==> src/rtl/cnt_serializer_if.sv <==
`timescale 1ns/1ps
// cnt_serializer_if: readout-stage handshake plus serial link outputs of the
// count serializer. slave is the serializer's view, master the driver's view.
interface cnt_serializer_if;
   logic       start;
   logic [9:0] word_in;
   logic       rdout_done;
   logic       increment;
   logic       clr_rdout;
   logic       ser_data;
   logic       ser_clk;
   logic       ser_frame;
   logic       busy;
   logic       frame_done;
   logic       err_trailer;

   modport slave (
      input  start, word_in, rdout_done,
      output increment, clr_rdout, ser_data, ser_clk, ser_frame,
             busy, frame_done, err_trailer
   );

   modport master (
      output start, word_in, rdout_done,
      input  increment, clr_rdout, ser_data, ser_clk, ser_frame,
             busy, frame_done, err_trailer
   );
endinterface

==> src/rtl/cnt_serializer.sv <==
`timescale 1ns/1ps
// cnt_serializer: per start pulse, sends header + DATA_WORDS readout words +
// trailer as a gapless MSB-first 10-bit serial stream with bit clock and envelope.
module cnt_serializer #(
   parameter int unsigned BIT_DIV    = 5,
   parameter int unsigned DATA_WORDS = 52,
   parameter int unsigned WORD_LAT   = 3,
   parameter int unsigned INC_HI     = 2
) (
   input logic             clk50,
   input logic             rst,
   cnt_serializer_if.slave bus
);
   localparam int unsigned WORD_CYC = 10 * BIT_DIV;
   localparam int unsigned WC_W     = $clog2(WORD_CYC);
   localparam int unsigned DV_W     = $clog2(BIT_DIV);

   localparam logic [WC_W-1:0] WC_LAST = WC_W'(WORD_CYC - 1);
   localparam logic [WC_W-1:0] WC_CAP  = WC_W'(WORD_LAT - 1);
   localparam logic [WC_W-1:0] WC_INC  = WC_W'(INC_HI);
   localparam logic [DV_W-1:0] DV_LAST = DV_W'(BIT_DIV - 1);
   localparam logic [DV_W-1:0] DV_HALF = DV_W'(BIT_DIV / 2);
   localparam logic [5:0]      IDX_TRL = 6'(DATA_WORDS);
   localparam logic [5:0]      IDX_END = 6'(DATA_WORDS + 1);

   if (BIT_DIV < 2 || WORD_LAT < 1 || INC_HI < 1 ||
       INC_HI + WORD_LAT >= WORD_CYC || DATA_WORDS > 62) begin : g_param_check
      $error("cnt_serializer: illegal BIT_DIV/WORD_LAT/INC_HI/DATA_WORDS combination");
   end

   typedef enum logic [1:0] {IDLE, CLR, SHIFT, DONE} state_t;

   state_t          state, state_nxt;
   logic [DV_W-1:0] div_cnt, div_nxt;
   logic [WC_W-1:0] wcyc, wcyc_nxt;
   logic [5:0]      word_idx, word_nxt;
   logic [9:0]      shift_reg, shift_nxt;
   logic [9:0]      hold_reg, hold_nxt;
   logic            err_q, err_nxt;
   logic            inc_q, inc_nxt;

   always_ff @(posedge clk50) begin
      if (rst) begin
         state     <= IDLE;
         div_cnt   <= '0;
         wcyc      <= '0;
         word_idx  <= '0;
         shift_reg <= '0;
         hold_reg  <= '0;
         err_q     <= 1'b0;
         inc_q     <= 1'b0;
      end else begin
         state     <= state_nxt;
         div_cnt   <= div_nxt;
         wcyc      <= wcyc_nxt;
         word_idx  <= word_nxt;
         shift_reg <= shift_nxt;
         hold_reg  <= hold_nxt;
         err_q     <= err_nxt;
         inc_q     <= inc_nxt;
      end
   end

   always_comb begin
      state_nxt = state;
      div_nxt   = div_cnt;
      wcyc_nxt  = wcyc;
      word_nxt  = word_idx;
      shift_nxt = shift_reg;
      hold_nxt  = hold_reg;
      err_nxt   = err_q;

      case (state)
         IDLE: begin
            if (bus.start) begin
               state_nxt = CLR;
               err_nxt   = 1'b0;
            end
         end
         CLR: begin
            shift_nxt = bus.word_in;
            word_nxt  = '0;
            div_nxt   = '0;
            wcyc_nxt  = '0;
            if (bus.rdout_done) err_nxt = 1'b1;
            state_nxt = SHIFT;
         end
         SHIFT: begin
            // Next data word lands in hold_reg WORD_LAT edges into the word.
            if (word_idx < IDX_TRL && wcyc == WC_CAP) begin
               hold_nxt = bus.word_in;
               if (bus.rdout_done) err_nxt = 1'b1;
            end
            if (div_cnt == DV_LAST) begin
               div_nxt   = '0;
               shift_nxt = {shift_reg[8:0], 1'b0};
            end else begin
               div_nxt = div_cnt + DV_W'(1);
            end
            if (wcyc == WC_LAST) begin
               wcyc_nxt = '0;
               if (word_idx < IDX_TRL) begin
                  shift_nxt = hold_reg;
               end else if (word_idx == IDX_TRL) begin
                  shift_nxt = bus.word_in;
                  if (!bus.rdout_done) err_nxt = 1'b1;
               end
               if (word_idx == IDX_END) state_nxt = DONE;
               else                     word_nxt  = word_idx + 6'd1;
            end else begin
               wcyc_nxt = wcyc + WC_W'(1);
            end
         end
         DONE:    state_nxt = IDLE;
         default: state_nxt = IDLE;
      endcase

      // Registered request strobe: high for the first INC_HI cycles of words 0..DATA_WORDS-1.
      inc_nxt = (state_nxt == SHIFT) && (wcyc_nxt < WC_INC) && (word_nxt < IDX_TRL);
   end

   assign bus.increment   = inc_q;
   assign bus.clr_rdout   = (state == CLR);
   assign bus.ser_frame   = (state == SHIFT);
   assign bus.ser_clk     = (state == SHIFT) && (div_cnt >= DV_HALF);
   assign bus.ser_data    = (state == SHIFT) && shift_reg[9];
   assign bus.busy        = (state != IDLE);
   assign bus.frame_done  = (state == DONE);
   assign bus.err_trailer = err_q;
endmodule

==> src/flat_wrapper.sv <==
// flat-port wrapper written by rule: the top's interface ports become plain ports
module cnt_serializer_flat 
#(
   parameter int unsigned BIT_DIV    = 5,
   parameter int unsigned DATA_WORDS = 52,
   parameter int unsigned WORD_LAT   = 3,
   parameter int unsigned INC_HI     = 2
)
  (clk50, rst, bus_start, bus_word_in, bus_rdout_done, bus_increment, bus_clr_rdout, bus_ser_data, bus_ser_clk, bus_ser_frame, bus_busy, bus_frame_done, bus_err_trailer);
  cnt_serializer_if bus_i ();
  input logic clk50;
  input logic rst;
  input wire logic [$bits(bus_i.start)-1:0] bus_start;
  input wire logic [$bits(bus_i.word_in)-1:0] bus_word_in;
  input wire logic [$bits(bus_i.rdout_done)-1:0] bus_rdout_done;
  output wire logic [$bits(bus_i.increment)-1:0] bus_increment;
  output wire logic [$bits(bus_i.clr_rdout)-1:0] bus_clr_rdout;
  output wire logic [$bits(bus_i.ser_data)-1:0] bus_ser_data;
  output wire logic [$bits(bus_i.ser_clk)-1:0] bus_ser_clk;
  output wire logic [$bits(bus_i.ser_frame)-1:0] bus_ser_frame;
  output wire logic [$bits(bus_i.busy)-1:0] bus_busy;
  output wire logic [$bits(bus_i.frame_done)-1:0] bus_frame_done;
  output wire logic [$bits(bus_i.err_trailer)-1:0] bus_err_trailer;
  assign bus_i.start = bus_start;
  assign bus_i.word_in = bus_word_in;
  assign bus_i.rdout_done = bus_rdout_done;
  assign bus_increment = bus_i.increment;
  assign bus_clr_rdout = bus_i.clr_rdout;
  assign bus_ser_data = bus_i.ser_data;
  assign bus_ser_clk = bus_i.ser_clk;
  assign bus_ser_frame = bus_i.ser_frame;
  assign bus_busy = bus_i.busy;
  assign bus_frame_done = bus_i.frame_done;
  assign bus_err_trailer = bus_i.err_trailer;
  cnt_serializer #(.BIT_DIV(BIT_DIV), .DATA_WORDS(DATA_WORDS), .WORD_LAT(WORD_LAT), .INC_HI(INC_HI)) u_core (.clk50(clk50), .rst(rst), .bus(bus_i));
endmodule
==> config.mk <==
export PLATFORM = sky130hd
export DESIGN_NAME = cnt_serializer_flat
export DESIGN_NICKNAME = d
export VERILOG_FILES = /design/src/rtl/cnt_serializer_if.sv /design/src/rtl/cnt_serializer.sv /design/src/flat_wrapper.sv
export SDC_FILE = /design/constraint.sdc
export NUM_CORES = 1
export LEC_CHECK = 0
export BUFFER_PORTS_ARGS = -buffer_cell sky130_fd_sc_hd__buf_2
export CAP_MARGIN = 20
export CORE_MARGIN = 8
export CORE_UTILIZATION = 40
export CTS_CLUSTER_DIAMETER = 100
export DETAILED_ROUTE_END_ITERATION = 7
export SLEW_MARGIN = 20
export SYNTH_ARGS = -nofsm -noshare
export SYNTH_HDL_FRONTEND = slang
export SYNTH_SLANG_ARGS = --single-unit
==> constraint.sdc <==
create_clock -name clk50 -period 2.55 [get_ports clk50]
set_input_delay 0.255 -clock clk50 [delete_from_list [all_inputs] [get_ports clk50]]
set_output_delay 0.255 -clock clk50 [all_outputs]
set_load 0.005 [all_outputs]
==> results.tsv, run 1 <==
stage	metric	value	unit
clock_tree	clock_path_buffers	2	
yosys	netlist_top_cells_count	dfxtp_1 (39), nor2_1 (31), nand2_1 (23), a21oi_1 (21), mux2i_1 (16)	
placed_design	gp_congestion	0.897	
sta	setup_ws	0.464	ns
detailed_routing	vias	2035	
run	maxCapViolCount	0	
yosys	yosysMostFrequentCell	dfxtp_1	
finish	multiInputGateArea	1370	um^2
power	p_int	1.29	mW
die	initial_core_util	41.7	%
yosys	ys.flop_type	dfxtp_1	
die	fp-row-count	27	
critical_path	cp.arrival	2.28	ns
critical_path	critical-path-max-stage-delay	0.40	ns
yosys	synth_warnings	0	
die	ioPinCount	22	
detailed_routing	ant_nets	0	
sta	rsz0062_at_grt	no	
critical_path	worstPathCellList	inv_1, ha_1, nand2_1, a2111oi_2, a221oi_1, a211o_1, and4_1	
yosys	synth_edf_count	0	
yosys	avgSynthCellArea	8.50	um^2
yosys	yosysTopAreaCell	dfxtp_1	
sta	setup_tns	0	ns
critical_path	slowest_stage	dfxtp_1	
detailed_routing	wl_per_cell	15.8	um
finish	layout-drive-gt1-share	16.4	%
critical_path	end_kind	flop	
power	pwr-share-comb	36.7	%
power	p_leak	1.07	nW
placed_design	place_hpwl	4.10	mm
clock_tree	tritoncts	built	
sta	fmax	479	MHz
min_path	hold_path_class	input port to flop	
critical_path	path_class	flop to flop	
power	p_sw_share	37.3	%
yosys	synth_top_area_share	33.8	%
clock_tree	cts_hold_buf	0	
yosys	synth_fa_ha_area_share	8.12	%
sta	fin_worst_skew	0.00633	ns
yosys	synthesis.nets	301	
finish	regArea	781	um^2
clock_tree	path_clk_slew	0.08	ns
yosys	synth_compound_area_share	22.2	%
global_routing	grt-ovfl-total	0	
clock_tree	cts_root_buf	clkbuf_8	
power	clkPwrFrac	25.4	%
yosys	postSynth.asyncResetShare	0	%
yosys	synth_cells	272	
sta	fin_crit	2.09	ns
clock_tree	post_cts_resized	0	
critical_path	cp.buffers_inverters	1	
sta	fin_crit_sh	81.8	%
detailed_routing	drt-vias-per-instance	5.58	
finish	n_fill_cell	579	
clock_tree	htreeDepth	2	
yosys	syn_area	2310	um^2
placed_design	post-place-ws	0.459	ns
critical_path	crit_family	compound AO/OA/AOI/OAI gates	
die	dieArea	8470	um^2
global_routing	antenna_found_initial	0	
die	core_area	5540	um^2
critical_path	start_kind	flop	
yosys	synth_top_family_by_area	compound AO/OA/AOI/OAI gates	
finish	nets	321	
global_routing	grt_pass1_wl	9.86	mm
sta	report.final.slew_viol_count	0	
power	vdd_drop_max	0.000347	V
critical_path	cp.required	2.74	ns
finish	insertedDiodeCount	0	
detailed_routing	dr.pass1.iters	4	
sta	hold_viol	0	
sta	setup_viol	0	
sta	worst_slew_pin_slew	0.526	ns
global_routing	grtUsageTotal	14.1	%
die	die_width	92.0	um
die	die_h	92.0	um
power	p_per_area	797	nW/um^2
global_routing	grt_max_degree	20	
sta	relSlewSlack	64.8	%
yosys	synth_top_cells_by_area	dfxtp_1 (34%), ha_1 (8.1%), mux2i_1 (6.9%)	
clock_tree	cts_sinks	39	
finish	stdcell_count	365	
power	seqPwrFrac	37.9	%
detailed_routing	routed_wl	5.75	mm
yosys	synth_simple_gate_area_share	21.1	%
yosys	ys_seq_area_share	33.8	%
power	p_sw	769	uW
yosys	ys_ff_latch	39	
yosys	synthXorXnorAreaFrac	1.14	%
clock_tree	worstSkewPairLatency	0.29	ns
global_routing	first_global_vias	2021	
placed_design	io_buffer_count	21	
placed_design	dp_cells	357	
yosys	synth_cell_types	51	
critical_path	path_max_fanout	6	
yosys	muxShareOfSynthArea	6.93	%
finish	syn_to_final_growth	11.9	%
clock_tree	postCtsSetupBuffers	0	
detailed_routing	drt_iter0_drc	190	
detailed_routing	drc	0	
outcome	status	complete, no violations	
clock_tree	cts_buffers	5	
[worst paths after layout]
path                            start                   end  slack (ns)  cells after the start
setup reg to reg      u_core.state[0]  u_core.bus.increment        0.46                      7
hold reg to reg   u_core.shift_reg[0]   u_core.shift_reg[0]        0.48                      1
setup / recovery      u_core.state[0]  u_core.bus.increment        0.46                      7
hold / removal         bus_word_in[1]   u_core.shift_reg[1]        0.20                      2
[power groups by stage]
| stage | clock network, mW | registers [mW] | logic, mW |
|---|---|---|---|
| global route | 0.564 | 0.800 | 0.846 |
| floorplan | 0 | 0.775 | 0.507 |
| detailed placement | 0 | 0.793 | 0.756 |
| CTS | 0.539 | 0.780 | 0.759 |
| finish | 0.524 | 0.781 | 0.757 |
| global placement | 0 | 0.792 | 0.751 |
[layout by cell type (no fill, tap or decap), types with 2 or more instances in the layout]
cell type   n
nand3_1     2
nand4_1     7
nor3_1      6
clkbuf_8    5
o311a_1     2
nor2_1     31
buf_2      21
buf_4       9
ha_1       15
a211oi_1    3
mux2i_1    16
nand4b_1    2
nor4_1      2
o2111ai_1   4
o32ai_1     3
nand2_1    23
and2_0      2
xor2_1      2
nor2b_1     4
o2bb2ai_1   3
a31oi_1     3
a31o_2      2
a221oi_1    2
inv_1      15
a221o_1     4
o211ai_1    2
and4_1      3
nand2b_1    4
o21ai_0    12
and2_1      2
dfxtp_1    39
a21oi_1    21
[kinds of logic (layout without fill, tap and decap cells)]
family                   after synthesis  in the layout
AND/OR/NAND/NOR                       95             95
AO/OA/AOI/OAI                         72             72
flip-flops                            39             39
buffers and inverters                 32             53
multiplexers                          16             16
adder cells (fa/ha/maj)               15             15
XOR/XNOR                               3              3
[worst register-to-register path, delay by kind of cell (launching register included)]
family,cells,cell delay (ns)
DFF,1,0.40
buffers and inverters,1,0.10
adders and majority gates,1,0.31
AOI/OAI and AO/OA,3,0.80
and+or+nand+nor,2,0.36
[metrics by stage]
step	hold WS, ns	util, %	cell area (um^2)	power, mW
4_1_cts	0.189	46.7	2590	2.08
3_5_place_dp	0.455	44.6	2470	1.55
3_3_place_gp	0.453	44.6	2470	1.54
6_report	0.196	46.7	2590	2.06
2_1_floorplan	0.394	-	2310	1.28
5_1_grt	0.199	46.7	2590	2.21
[per-layer routing]
metal | up-vias | GRT usage (%) | share of wire [%] | wire length, um
met5 | - | 0 | 0 | 0
met4 | 0 | 6.58 | 1.9 | 110
met3 | 9 | 2.93 | 4.4 | 254
met2 | 42 | 21.4 | 44 | 2530
met1 | 958 | 18.7 | 50 | 2860
li1 | 1026 | - | - | -
[final cells by class]
cell class,instances,area share (%)
Multi-Input combinational cell,201,53.1
Sequential cell,39,30.2
Timing Repair Buffer,30,6.68
Tap cell,72,3.48
Clock buffer,5,2.66
Inverter,15,2.18
Clock inverter,3,1.69
(Power assumes the default switching activity.)
==> run 2: changes to the inputs <==
clock period = 2.1 ns   (was 2.55 ns; I/O delays follow)
==> results.tsv, run 2 (synthesized netlist as in run 1, its figures left out) <==
stage	metric	value	unit
outcome	status	complete, no violations	
placed_design	io_buffer_count	21	
sta	worst_hold_slack	0.170	ns
clock_tree	cts_buffers	5	
sta	setup_tns	0	ns
detailed_routing	dr.pass1.iters	4	
critical_path	path_max_fanout	4	
detailed_routing	vias	2094	
placed_design	gp_congestion	0.953	
critical_path	critical-path-max-stage-delay	0.36	ns
global_routing	grt_pass1_wl	9.89	mm
sta	fmax	501	MHz
finish	final_common_cell	dfxtp_1	
sta	setup_ws	0.105	ns
sta	report.final.slew_viol_count	0	
die	die_h	92.0	um
global_routing	grtUsageTotal	14.0	%
power	p_per_area	986	nW/um^2
critical_path	cp.required	2.29	ns
clock_tree	cts_sinks	39	
global_routing	grt-ovfl-total	0	
finish	final_cell_area	2690	um^2
critical_path	start_kind	flop	
clock_tree	path_clk_slew	0.08	ns
die	core_area	5540	um^2
finish	insertedDiodeCount	0	
die	initial_core_util	41.7	%
finish	layout_common_cells	dfxtp_1 (38), nor2_1 (31), nand2_1 (23)	
clock_tree	cts_root_buf	clkbuf_8	
run	maxCapViolCount	0	
clock_tree	worstSkewPairLatency	0.28	ns
finish	layout-drive-gt1-share	19.2	%
clock_tree	clock_path_buffers	2	
sta	hold_viol	0	
clock_tree	tritoncts	built	
power	p_leak	1.13	nW
sta	relSlewSlack	72.2	%
placed_design	placed_area	2570	um^2
clock_tree	htreeDepth	2	
global_routing	antenna_found_initial	0	
sta	rsz0062_at_grt	no	
detailed_routing	drt_iter0_drc	170	
detailed_routing	drc	0	
die	die_width	92.0	um
die	fp-row-count	27	
detailed_routing	drt-vias-per-instance	5.60	
clock_tree	cts_hold_buf	0	
die	ioPinCount	22	
critical_path	end_kind	flop	
power	vdd_drop_max	0.000570	V
finish	nets	330	
sta	fin_worst_skew	0.00497	ns
global_routing	first_global_vias	2055	
sta	fin_crit	2.00	ns
detailed_routing	routed_wl	5.76	mm
detailed_routing	wl_per_cell	15.4	um
critical_path	path_class	flop to flop	
detailed_routing	ant_nets	0	
placed_design	post-place-ws	0.0757	ns
finish	n_fill_cell	579	
global_routing	grt_max_degree	22	
sta	setup_viol	0	
finish	syn_to_final_growth	16.2	%
sta	worst_slew_pin_slew	0.416	ns
critical_path	slowest_stage	dfxtp_2	
sta	fin_crit_sh	95.0	%
placed_design	place_hpwl	4.25	mm
min_path	hold_path_class	input port to flop	
die	dieArea	8470	um^2
critical_path	worstPathCellList	inv_1, ha_1, nand2_1, a2111oi_2, a221oi_1, a211o_1, and4_1	
critical_path	cp.arrival	2.18	ns
run 2: cell types whose count changed in the layout (fill, tap and decap cells not counted):
cell and change:
buf_4 +7, buf_12 +2, clkbuf_8 +1, clkinv_4 -1, dfxtp_1 -1, dfxtp_2 +1
run 2: worst paths after layout:
kind / from / end / slack, ns / depth (start not counted)
max: u_core.state[1] / u_core.bus.increment / 0.10 / 7
min: bus_word_in[9] / u_core.shift_reg[9] / 0.17 / 2
max reg2reg: u_core.state[1] / u_core.bus.increment / 0.10 / 7
min reg2reg: u_core.shift_reg[0] / u_core.shift_reg[0] / 0.47 / 1
run 2: worst max-delay path: cells and delay by family, from the launching register on:
family | cells | cell delay [ns]
fa+ha+maj | 1 | 0.34
buf+inv | 1 | 0.08
simple gates | 2 | 0.32
flops | 1 | 0.36
compound gates | 3 | 0.78
run 2: layer usage:
layer  wire [um]  part of all wire [%]  GRT usage, %  vias to the layer above
met1        2840                    49          18.5                     1002
li1            -                     -             -                     1045
met2        2640                    46          22.4                       43
met5           0                     0             0                        -
met3         231                   4.0          3.26                        4
met4          48                  0.83          3.49                        0
run 2: stage by stage:
step | power (mW) | utilization [%] | std cells
6_report | 2.65 | 48.5 | 374
5_1_grt | 2.81 | 48.5 | 374
4_1_cts | 2.65 | 48.4 | 374
3_5_place_dp | 2.00 | 46.3 | 366
3_3_place_gp | 1.99 | 46.3 | 366
2_1_floorplan | 1.56 | - | 272
run 2: area by class of cell:
class                      count  area [um^2]  area share, %
clock buffer                   6         82.6           3.08
inverter                      15         56.3           2.10
clock inverter                 2         35.0           1.30
sequential                    39          782           29.1
tap                           72         90.1           3.36
timing repair buffer          39          265           9.88
multi-input combinational    201         1370           51.2
run 2: repair_timing:
item,in CTS,in global routing
gates resized for setup,0,1
buffers inserted,0,0
endpoints found under the setup margin,0,1
run 2: where the power goes:
| group | switching (mW) | total, mW | leakage, nW | internal (mW) |
|---|---|---|---|---|
| registers | 0.0829 | 0.945 | 0.316 | 0.862 |
| clock network | 0.270 | 0.655 | 0.0612 | 0.385 |
| logic | 0.597 | 1.05 | 0.750 | 0.450 |
==> run 3: changes to the inputs <==
CORE_UTILIZATION = 37   (was 40)
SETUP_SLACK_MARGIN = 0.3   (was not set)
==> results.tsv, run 3 (synthesized netlist as in run 1, its figures left out) <==
stage	metric	value	unit
global_routing	grtUsageTotal	13.3	%
min_path	worstHoldEndpoint	u_core.shift_reg[9]	
sta	worst_slew_pin_slew	0.393	ns
clock_tree	path_clk_slew	0.09	ns
die	dieArea	9030	um^2
sta	report.final.slew_viol_count	0	
finish	fin_util	47.7	%
sta	fin_crit_sh	83.8	%
global_routing	grtUsageMet2	21.6	%
clock_tree	cts_sinks	39	
sta	fmax	568	MHz
finish	insertedDiodeCount	0	
sta	fin_crit	1.76	ns
critical_path	start_kind	flop	
sta	rsz0062_at_grt	yes	
detailed_routing	drc	0	
global_routing	grt_pass1_wl	9.55	mm
finish	final_common_cell	dfxtp_1	
detailed_routing	wl_per_cell	15.8	um
global_routing	busiest_layer	met2	
power	p_leak	1.17	nW
die	die_width	95.0	um
sta	setup_ws	0.340	ns
critical_path	cp.required	2.30	ns
detailed_routing	drt_iter0_drc	174	
detailed_routing	routed_wl	6.05	mm
critical_path	reg2regPathDepth	7	
critical_path	worstPathCellList	inv_4, ha_4, and4_4, nand4_1, o311a_1, a211o_1, and4_1	
finish	n_fill_cell	574	
placed_design	gp_congestion	0.870	
sta	relSlewSlack	73.5	%
clock_tree	cts_hold_buf	0	
finish	layout_common_cells	dfxtp_1 (31), nor2_1 (30), a21oi_1 (21), buf_2 (21), buf_4 (21)	
outcome	status	complete, no violations	
clock_tree	worstSkewPairLatency	0.30	ns
placed_design	io_buffer_count	21	
critical_path	reg2reg_from	u_core.wcyc[1]	
clock_tree	tritoncts	built	
critical_path	r2r_end	u_core.bus.increment	
critical_path	slowest_stage	dfxtp_4	
detailed_routing	ant_nets	0	
critical_path	path_max_fanout	5	
run	maxCapViolCount	0	
detailed_routing	drt-vias-per-instance	5.54	
critical_path	r2r_setup_slack	0.34	ns
die	die_h	95.0	um
detailed_routing	vias	2122	
placed_design	place_hpwl	4.13	mm
sta	worst_hold_slack	0.148	ns
min_path	hold_path_class	input port to flop	
critical_path	cp.arrival	1.96	ns
finish	syn_to_final_growth	23.6	%
critical_path	end_kind	flop	
global_routing	gr-usage-met1	17.3	%
global_routing	grt-ovfl-total	0	
placed_design	post-place-ws	0.0885	ns
clock_tree	htreeDepth	2	
critical_path	path_class	flop to flop	
finish	layout-drive-gt1-share	30.2	%
sta	fin_worst_skew	0.00891	ns
min_path	min_delay_path_depth	2	
die	core_area	5990	um^2
global_routing	grt_util_met3	1.81	%
sta	setup_tns	0	ns
detailed_routing	dr.pass1.iters	5	
die	fp-row-count	28	
power	vdd_drop_max	0.000503	V
power	p_per_area	949	nW/um^2
sta	setup_viol	0	
global_routing	grt_max_degree	22	
die	ioPinCount	22	
global_routing	antenna_found_initial	0	
clock_tree	cts_buffers	5	
clock_tree	clock_path_buffers	2	
clock_tree	cts_root_buf	clkbuf_8	
die	initial_core_util	38.6	%
min_path	min_from	bus_word_in[9]	
critical_path	critical-path-max-stage-delay	0.37	ns
global_routing	first_global_vias	2012	
finish	nets	336	
sta	hold_viol	0	
==> run 3: changes by cell type in the layout (fill, tap and decap cells not counted), moves of 3 or more <==
cell,delta
ha_4,+4
inv_1,-4
buf_4,+5
ha_1,-5
inv_2,+3
nand2_1,-3
dfxtp_1,-7
dfxtp_2,+5
==> run 3: critical path: cells and delay by family (launching register included) <==
family / cells / cell delay (ns)
DFF: 1 / 0.37
adders and majority gates: 1 / 0.15
and+or+nand+nor: 3 / 0.49
AOI/OAI and AO/OA: 2 / 0.60
buffers and inverters: 1 / 0.06
==> run 3: through the flow <==
stage / area (um^2) / cells / power [mW]
floorplan: 2320 / 272 / 1.58
global placement: 2530 / 366 / 1.93
detailed placement: 2530 / 366 / 1.94
CTS: 2710 / 376 / 2.61
global route: 2860 / 383 / 2.87
finish: 2860 / 383 / 2.71
==> run 3: worst max path at each step <==
stage | depth (start not counted) | from | endpoint | slack, ns
after floorplan | 8 | u_core.state[1] | u_core.bus.increment | 0.20
after global placement | 7 | u_core.state[1] | u_core.bus.increment | 0.18
after detailed placement | 7 | u_core.state[1] | u_core.bus.increment | 0.09
after CTS | 7 | u_core.wcyc[1] | u_core.bus.increment | 0.24
after global routing | 8 | u_core.state[1] | u_core.bus.increment | 0.25
final | 7 | u_core.wcyc[1] | u_core.bus.increment | 0.34
==> run 3: what timing repair did <==
action / in CTS / in global routing
cloned: 0 / 1
buffers inserted: 2 / 6
gates resized for setup: 17 / 25
endpoints found under the hold margin: 0 / 0
setup endpoints to repair: 7 / 14
pin swaps: 1 / 9
==> run 3: final cells by class <==
type	count	area (um^2)	area share [%]
Multi-Input combinational cell	201	1500	52.4
Clock inverter	3	23.8	0.833
Clock buffer	5	68.8	2.41
Timing Repair Buffer	45	319	11.2
Sequential cell	39	796	27.9
Tap cell	75	93.8	3.29
Inverter	15	58.8	2.06
==> run 3: routing by layer <==
layer  wire (um)  up-vias  part of all wire, %
met5           0        -                    0
met4          83        0                  1.4
met3         217        7                  3.6
met2        2900       42                   48
met1        2840     1010                   47
li1            -     1063                    -
==> run 3: where the power goes <==
part           total [mW]  internal (mW)  switching, mW
Clock               0.539          0.238          0.302
Sequential          0.944          0.863         0.0803
Combinational        1.23          0.549          0.677
Total                2.71           1.65           1.06
